## src/rtl/stage_if_fq.sv

```systemverilog
// Fetch stage: PC sequencer driving a 1-cycle instruction memory, W-type macro
// expansion at queue write, and a small fetch queue handed to decode via valid/ready.
module stage_if_fq #(
  parameter int unsigned FQ_DEPTH  = 4,
  parameter logic [31:0] RESET_PC  = 32'h0,
  parameter logic [6:0]  WTYPE_OPC = 7'b0001011,
  parameter logic [2:0]  F3_INS1   = 3'b000,
  parameter logic [2:0]  F3_INS2   = 3'b001,
  parameter logic [2:0]  F3_INS3   = 3'b010,
  parameter logic [2:0]  F3_INS4   = 3'b011
) (
  input  logic        clk,
  input  logic        rst,
  input  logic        br_ctrl,
  input  logic [31:0] br_addr,
  output logic        imem_req,
  output logic [31:0] imem_addr,
  input  logic [31:0] imem_rdata,
  output logic        if_valid,
  input  logic        if_ready,
  output logic [34:0] if_inst,
  output logic [31:0] if_pc
);
  localparam int unsigned PW = $clog2(FQ_DEPTH);
  localparam int unsigned CW = PW + 1;
  localparam logic [CW-1:0] DEPTH_C = CW'(FQ_DEPTH);
  localparam logic [CW:0]   DEPTH_X = (CW+1)'(FQ_DEPTH);

  logic [31:0]   pc_q, pc_d;
  logic [PW-1:0] head_q, head_d, tail_q, tail_d;
  logic [CW-1:0] count_q, count_d;
  logic          inflight_q, inflight_d;
  logic          kill_q, kill_d;
  logic [31:0]   ipc_q, ipc_d;
  logic [34:0]   inst_mem_q [FQ_DEPTH];
  logic [34:0]   inst_mem_d [FQ_DEPTH];
  logic [31:0]   pc_mem_q   [FQ_DEPTH];
  logic [31:0]   pc_mem_d   [FQ_DEPTH];

  logic [CW:0]   occ;
  logic          issue, push, pop;
  logic [34:0]   expanded;

  always_comb begin
    expanded = {3'b000, imem_rdata};
    if (imem_rdata[6:0] == WTYPE_OPC) begin
      if (imem_rdata[14:12] == F3_INS1)
        expanded = {3'b100, imem_rdata[31:15], 3'b010, imem_rdata[11:7], 7'b0000011};
      else if (imem_rdata[14:12] == F3_INS2)
        expanded = {3'b010, imem_rdata[31:15], 3'b010, imem_rdata[11:7], 7'b0100011};
      else if (imem_rdata[14:12] == F3_INS3)
        expanded = {3'b100, 12'b0, imem_rdata[19:15], 3'b000, imem_rdata[11:7], 7'b0010011};
      else if (imem_rdata[14:12] == F3_INS4)
        expanded = {3'b001, 12'b0, imem_rdata[24:20], 3'b000, imem_rdata[11:7], 7'b0010011};
    end
  end

  always_comb begin
    occ   = {1'b0, count_q} + {{CW{1'b0}}, inflight_q};
    issue = rst && !br_ctrl && (occ < DEPTH_X);
    pop   = (count_q != '0) && if_ready && !br_ctrl;
    // A returning fetch may land in a full queue only when the head leaves the same cycle.
    push  = inflight_q && !kill_q && !br_ctrl && ((count_q < DEPTH_C) || pop);

    pc_d       = pc_q;
    head_d     = head_q;
    tail_d     = tail_q;
    count_d    = count_q;
    inflight_d = issue;
    kill_d     = 1'b0;
    ipc_d      = ipc_q;
    inst_mem_d = inst_mem_q;
    pc_mem_d   = pc_mem_q;

    if (br_ctrl) begin
      pc_d    = {br_addr[31:2], 2'b00};
      head_d  = '0;
      tail_d  = '0;
      count_d = '0;
      kill_d  = 1'b1;
    end else begin
      if (issue) begin
        pc_d  = pc_q + 32'd4;
        ipc_d = pc_q;
      end
      if (push) begin
        inst_mem_d[tail_q] = expanded;
        pc_mem_d[tail_q]   = ipc_q;
        tail_d             = tail_q + PW'(1);
      end
      if (pop) head_d = head_q + PW'(1);
      count_d = count_q + CW'(push) - CW'(pop);
    end
  end

  always_ff @(posedge clk) begin
    if (!rst) begin
      pc_q       <= RESET_PC;
      head_q     <= '0;
      tail_q     <= '0;
      count_q    <= '0;
      inflight_q <= 1'b0;
      kill_q     <= 1'b0;
      ipc_q      <= '0;
      inst_mem_q <= '{default: '0};
      pc_mem_q   <= '{default: '0};
    end else begin
      pc_q       <= pc_d;
      head_q     <= head_d;
      tail_q     <= tail_d;
      count_q    <= count_d;
      inflight_q <= inflight_d;
      kill_q     <= kill_d;
      ipc_q      <= ipc_d;
      inst_mem_q <= inst_mem_d;
      pc_mem_q   <= pc_mem_d;
    end
  end

  always_comb begin
    imem_req  = issue;
    imem_addr = {pc_q[31:2], 2'b00};
    if_valid  = rst && (count_q != '0);
    if_inst   = rst ? inst_mem_q[head_q] : '0;
    if_pc     = rst ? pc_mem_q[head_q] : '0;
  end
endmodule

```

## config.mk

```make
export PLATFORM = sky130hd
export DESIGN_NAME = stage_if_fq
export DESIGN_NICKNAME = d
export VERILOG_FILES = /design/src/rtl/stage_if_fq.sv
export SDC_FILE = /design/constraint.sdc
export NUM_CORES = 1
export LEC_CHECK = 0
export CORE_ASPECT_RATIO = 2
export CORE_MARGIN = 2
export CORE_UTILIZATION = 30
export CTS_BUF_LIST = sky130_fd_sc_hd__clkbuf_8
export DETAILED_ROUTE_END_ITERATION = 7
export SLEW_MARGIN = 20
export SYNTH_ARGS = -nofsm -noshare
export SYNTH_HDL_FRONTEND = slang
export SYNTH_SLANG_ARGS = --single-unit
```

## constraint.sdc

```tcl
create_clock -name clk -period 3.4 [get_ports clk]
set_clock_uncertainty 0.2 [all_clocks]
set_input_delay 0.85 -clock clk [delete_from_list [all_inputs] [get_ports clk]]
set_output_delay 0.85 -clock clk [all_outputs]
set_load 0.03 [all_outputs]
```

==> impl_metrics.env <==
export IMPL_drc=0
export IMPL_synth_xor_area_share_pct=1.93
export IMPL_grt_pass1_vias=12900
export IMPL_die_height_um=320
export IMPL_max_freq_mhz=300
export IMPL_powerDensity_nw_per_um2=431
export IMPL_yosysTopAreaCellShare_pct=44.0
export IMPL_maxSlewHeadroom_pct=41.9
export IMPL_area_growth_pct=26.6
export IMPL_crit_fanout=15
export IMPL_p_clk_share_pct=44.5
export IMPL_rows=115
export IMPL_muxShareOfSynthArea_pct=10.2
export IMPL_synth_seq_area_share_pct=44.0
export IMPL_cts_root_buf="clkbuf_8"
export IMPL_synth_simple_area_share_pct=21.6
export IMPL_grt_pass1_wl_um=72400
export IMPL_numCtsBuffers=50
export IMPL_final_common_cell="nand2_1"
export IMPL_ys_ff_latch=329
export IMPL_wl_um=46700
export IMPL_synth_area_um2=15000
export IMPL_wire_per_inst_um=18.7
export IMPL_synthTopCellsByArea="dfxtp_1 44%, nand2_1 12%, mux4_2 9.8%, a21boi_0 9.5%, and2_1 3.2%"
export IMPL_holdWs_ns=0.255
export IMPL_grt_usage_pct=18.0
export IMPL_required_ns=2.35
export IMPL_yosys_area_share_adder_pct=0.802
export IMPL_synth_compound_area_share_pct=16.9
export IMPL_hold_end="inst_mem_q[66]$_SDFFE_PN0P_"
export IMPL_cts_buffer_depth=3
export IMPL_grt_ovfl_total=0
export IMPL_syn_avg_cell_area_um2=8.98
export IMPL_synth_main_ff_cell="dfxtp_1"
export IMPL_worst_setup_path_end_kind="primary output"
export IMPL_synth_edff_count=0
export IMPL_p_leak_uw=0.00663
export IMPL_layout_drive_gt1_share_pct=16.2
export IMPL_worstMarginPinSlew_ns=0.864
export IMPL_finalCritPeriodShare_pct=98.0
export IMPL_ios=169
export IMPL_drv_slew=0
export IMPL_regToRegStartpoint="count_q[2]$_SDFF_PP0_"
export IMPL_layout_cells_most_common_list="483 x nand2_1, 327 x dfxtp_1, 189 x a21boi_0"
export IMPL_grt_max_degree=71
export IMPL_insertion_delay_ns=0.63
export IMPL_crit_arrival_ns=2.28
export IMPL_r2r_cells=8
export IMPL_hold_depth=2
export IMPL_power_uw=8170
export IMPL_hold_buffers=0
export IMPL_via_per_inst=5.01
export IMPL_rsz0062_at_grt="true"
export IMPL_status="finished, final reports clean"
export IMPL_rrSetupSlack_ns=1.07
export IMPL_die_x_um=162
export IMPL_die_area_um2=51800
export IMPL_hold_class="reg2reg"
export IMPL_start_util_pct=30.4
export IMPL_setup_viol=0
export IMPL_async_reset_ff_share_pct=0
export IMPL_antenna_found_initial=1
export IMPL_placed_cells=2385
export IMPL_drt_initial_drc_count=824
export IMPL_comb_power_share_pct=6.7
export IMPL_p_sw_share_pct=24.6
export IMPL_cts_tree="built"
export IMPL_cts_clk_slew_worst_paths_ns=0.06
export IMPL_fin_nets=1886
export IMPL_netlist_instances=1668
export IMPL_core_area_um2=49200
export IMPL_vias=12500
export IMPL_fin_crit_ns=3.33
export IMPL_worstReg2RegEnd="pc_q[18]$_SDFFE_PN0P_"
export IMPL_min_delay_start="inst_mem_q[66]$_SDFFE_PN0P_"
export IMPL_gp_congestion=0.762
export IMPL_yosysTopAreaCell="dfxtp_1"
export IMPL_portBuffers=162
export IMPL_cp_start_kind="flip-flop"
export IMPL_yosysWarnings=0
export IMPL_peakVddDrop_mv=0.297
export IMPL_synthDistinctLibCells=55
export IMPL_final_cells=2494
export IMPL_fill_cells=4926
export IMPL_fin_setup_tns_ns=0
export IMPL_cts_sinks=329
export IMPL_dp_hpwl_um=31500
export IMPL_p_seq_share_pct=48.8
export IMPL_max_cap_viol_count=0
export IMPL_drtAntennaViolNets=0
export IMPL_p_sw_uw=2010
export IMPL_firstDrtPassIters=6
export IMPL_p_int_uw=6160
export IMPL_finalCoreUtilization_pct=38.5
export IMPL_htreeDepth=2
export IMPL_crit_type="reg2out"
export IMPL_synth_top_family_by_area="simple AND/OR/NAND/NOR gates"
export IMPL_final_hold_viol_count=0
## timing repair
item / CTS / global route
pin swaps: 2 / 0
setup endpoints to repair: 61 / 16
gates resized for setup: 69 / 14
setup buffers: 11 / 4
## sequential cells by signal, indices dropped and copies added, names as in the netlist
| name | count |
|---|---|
| inflight_q | 1 |
| pc_mem_q | 120 |
| inst_mem_q | 140 |
| kill_q | 1 |
| ipc_q | 30 |
| pc_q | 30 |
| head_q | 2 |
| tail_q | 2 |
| count_q | 3 |
## synth_stat cells, types with 9 or more instances
library cell    n
and2_1         76
a21boi_0      189
buf_2          20
nand4_1        11
nand3_1        71
a21boi_1       57
a21oi_1        44
dfxtp_1       329
mux4_2         65
clkbuf_1      107
xnor2_1        24
nor3_1         12
o21ai_0        51
xor2_1          9
o211a_1        12
nor2_1          9
nand2_1       483
## cell type report
type	instances	area, um^2	share of cell area (%)
diodes	1	2.50	0.0132
well taps	643	805	4.24
inverters	9	33.8	0.178
clock inverters	26	215	1.14
flip-flops and latches	329	6590	34.8
repair buffers	230	2610	13.7
clock buffers	67	922	4.86
multi-input cells	1189	7780	41.0
## routing by layer
metal | vias up | GRT usage, % | share of wire [%]
met5 | - | 0 | 0
met3 | 103 | 2.14 | 4.4
li1 | 5957 | - | -
met1 | 6065 | 18.3 | 35
met2 | 379 | 34.6 | 55
met4 | 0 | 10.0 | 5.2
## power groups by stage
stage	logic [uW]	clock network, uW	registers [uW]
4_1_cts	556	3730	3980
3_3_place_gp	550	0	4070
3_5_place_dp	555	0	4070
2_1_floorplan	258	0	4090
6_report	551	3640	3980
5_1_grt	590	3910	3990
## worst max-delay path by stage
stage                                 startpoint  slack [ns]                    end  cells after the start
after floorplan                              rst        0.28               if_valid                      4
after global placement                   br_ctrl        0.13  count_q[2]$_SDFF_PP0_                     10
after detailed placement                 br_ctrl        0.18  count_q[2]$_SDFF_PP0_                     10
after CTS                 head_q[0]$_SDFFE_PP0P_      -0.006              if_pc[24]                      4
after global routing      head_q[0]$_SDFFE_PP0P_       -0.01              if_pc[24]                      4
final                     head_q[1]$_SDFFE_PP0P_        0.07            if_inst[17]                      4
## kinds of logic (layout without fill, tap and decap cells)
| kind of cell | count (synthesis) | in the layout |
|---|---|---|
| flip-flops | 329 | 329 |
| buffers and inverters | 153 | 332 |
| XOR/XNOR | 33 | 33 |
| other | 1 | 5 |
| AO/OA/AOI/OAI | 366 | 366 |
| AND/OR/NAND/NOR | 706 | 706 |
| adder cells (fa/ha/maj) | 9 | 9 |
| multiplexers | 71 | 71 |
## critical path, cell delays in order (launching register included)
cell     delay, ns
dfxtp_4       0.43
buf_6         0.25
mux4_2        0.56
and2_1        0.24
buf_4         0.19
## stage by stage
stage                     worst slack [ns]  cell area (um^2)
after floorplan                      0.278             15000
after global placement               0.129             17700
after detailed placement             0.176             17700
after CTS                         -0.00562             18900
after global routing               -0.0142             19000
final                               0.0689             19000
No activity file was read; power rests on OpenSTA's default activity.
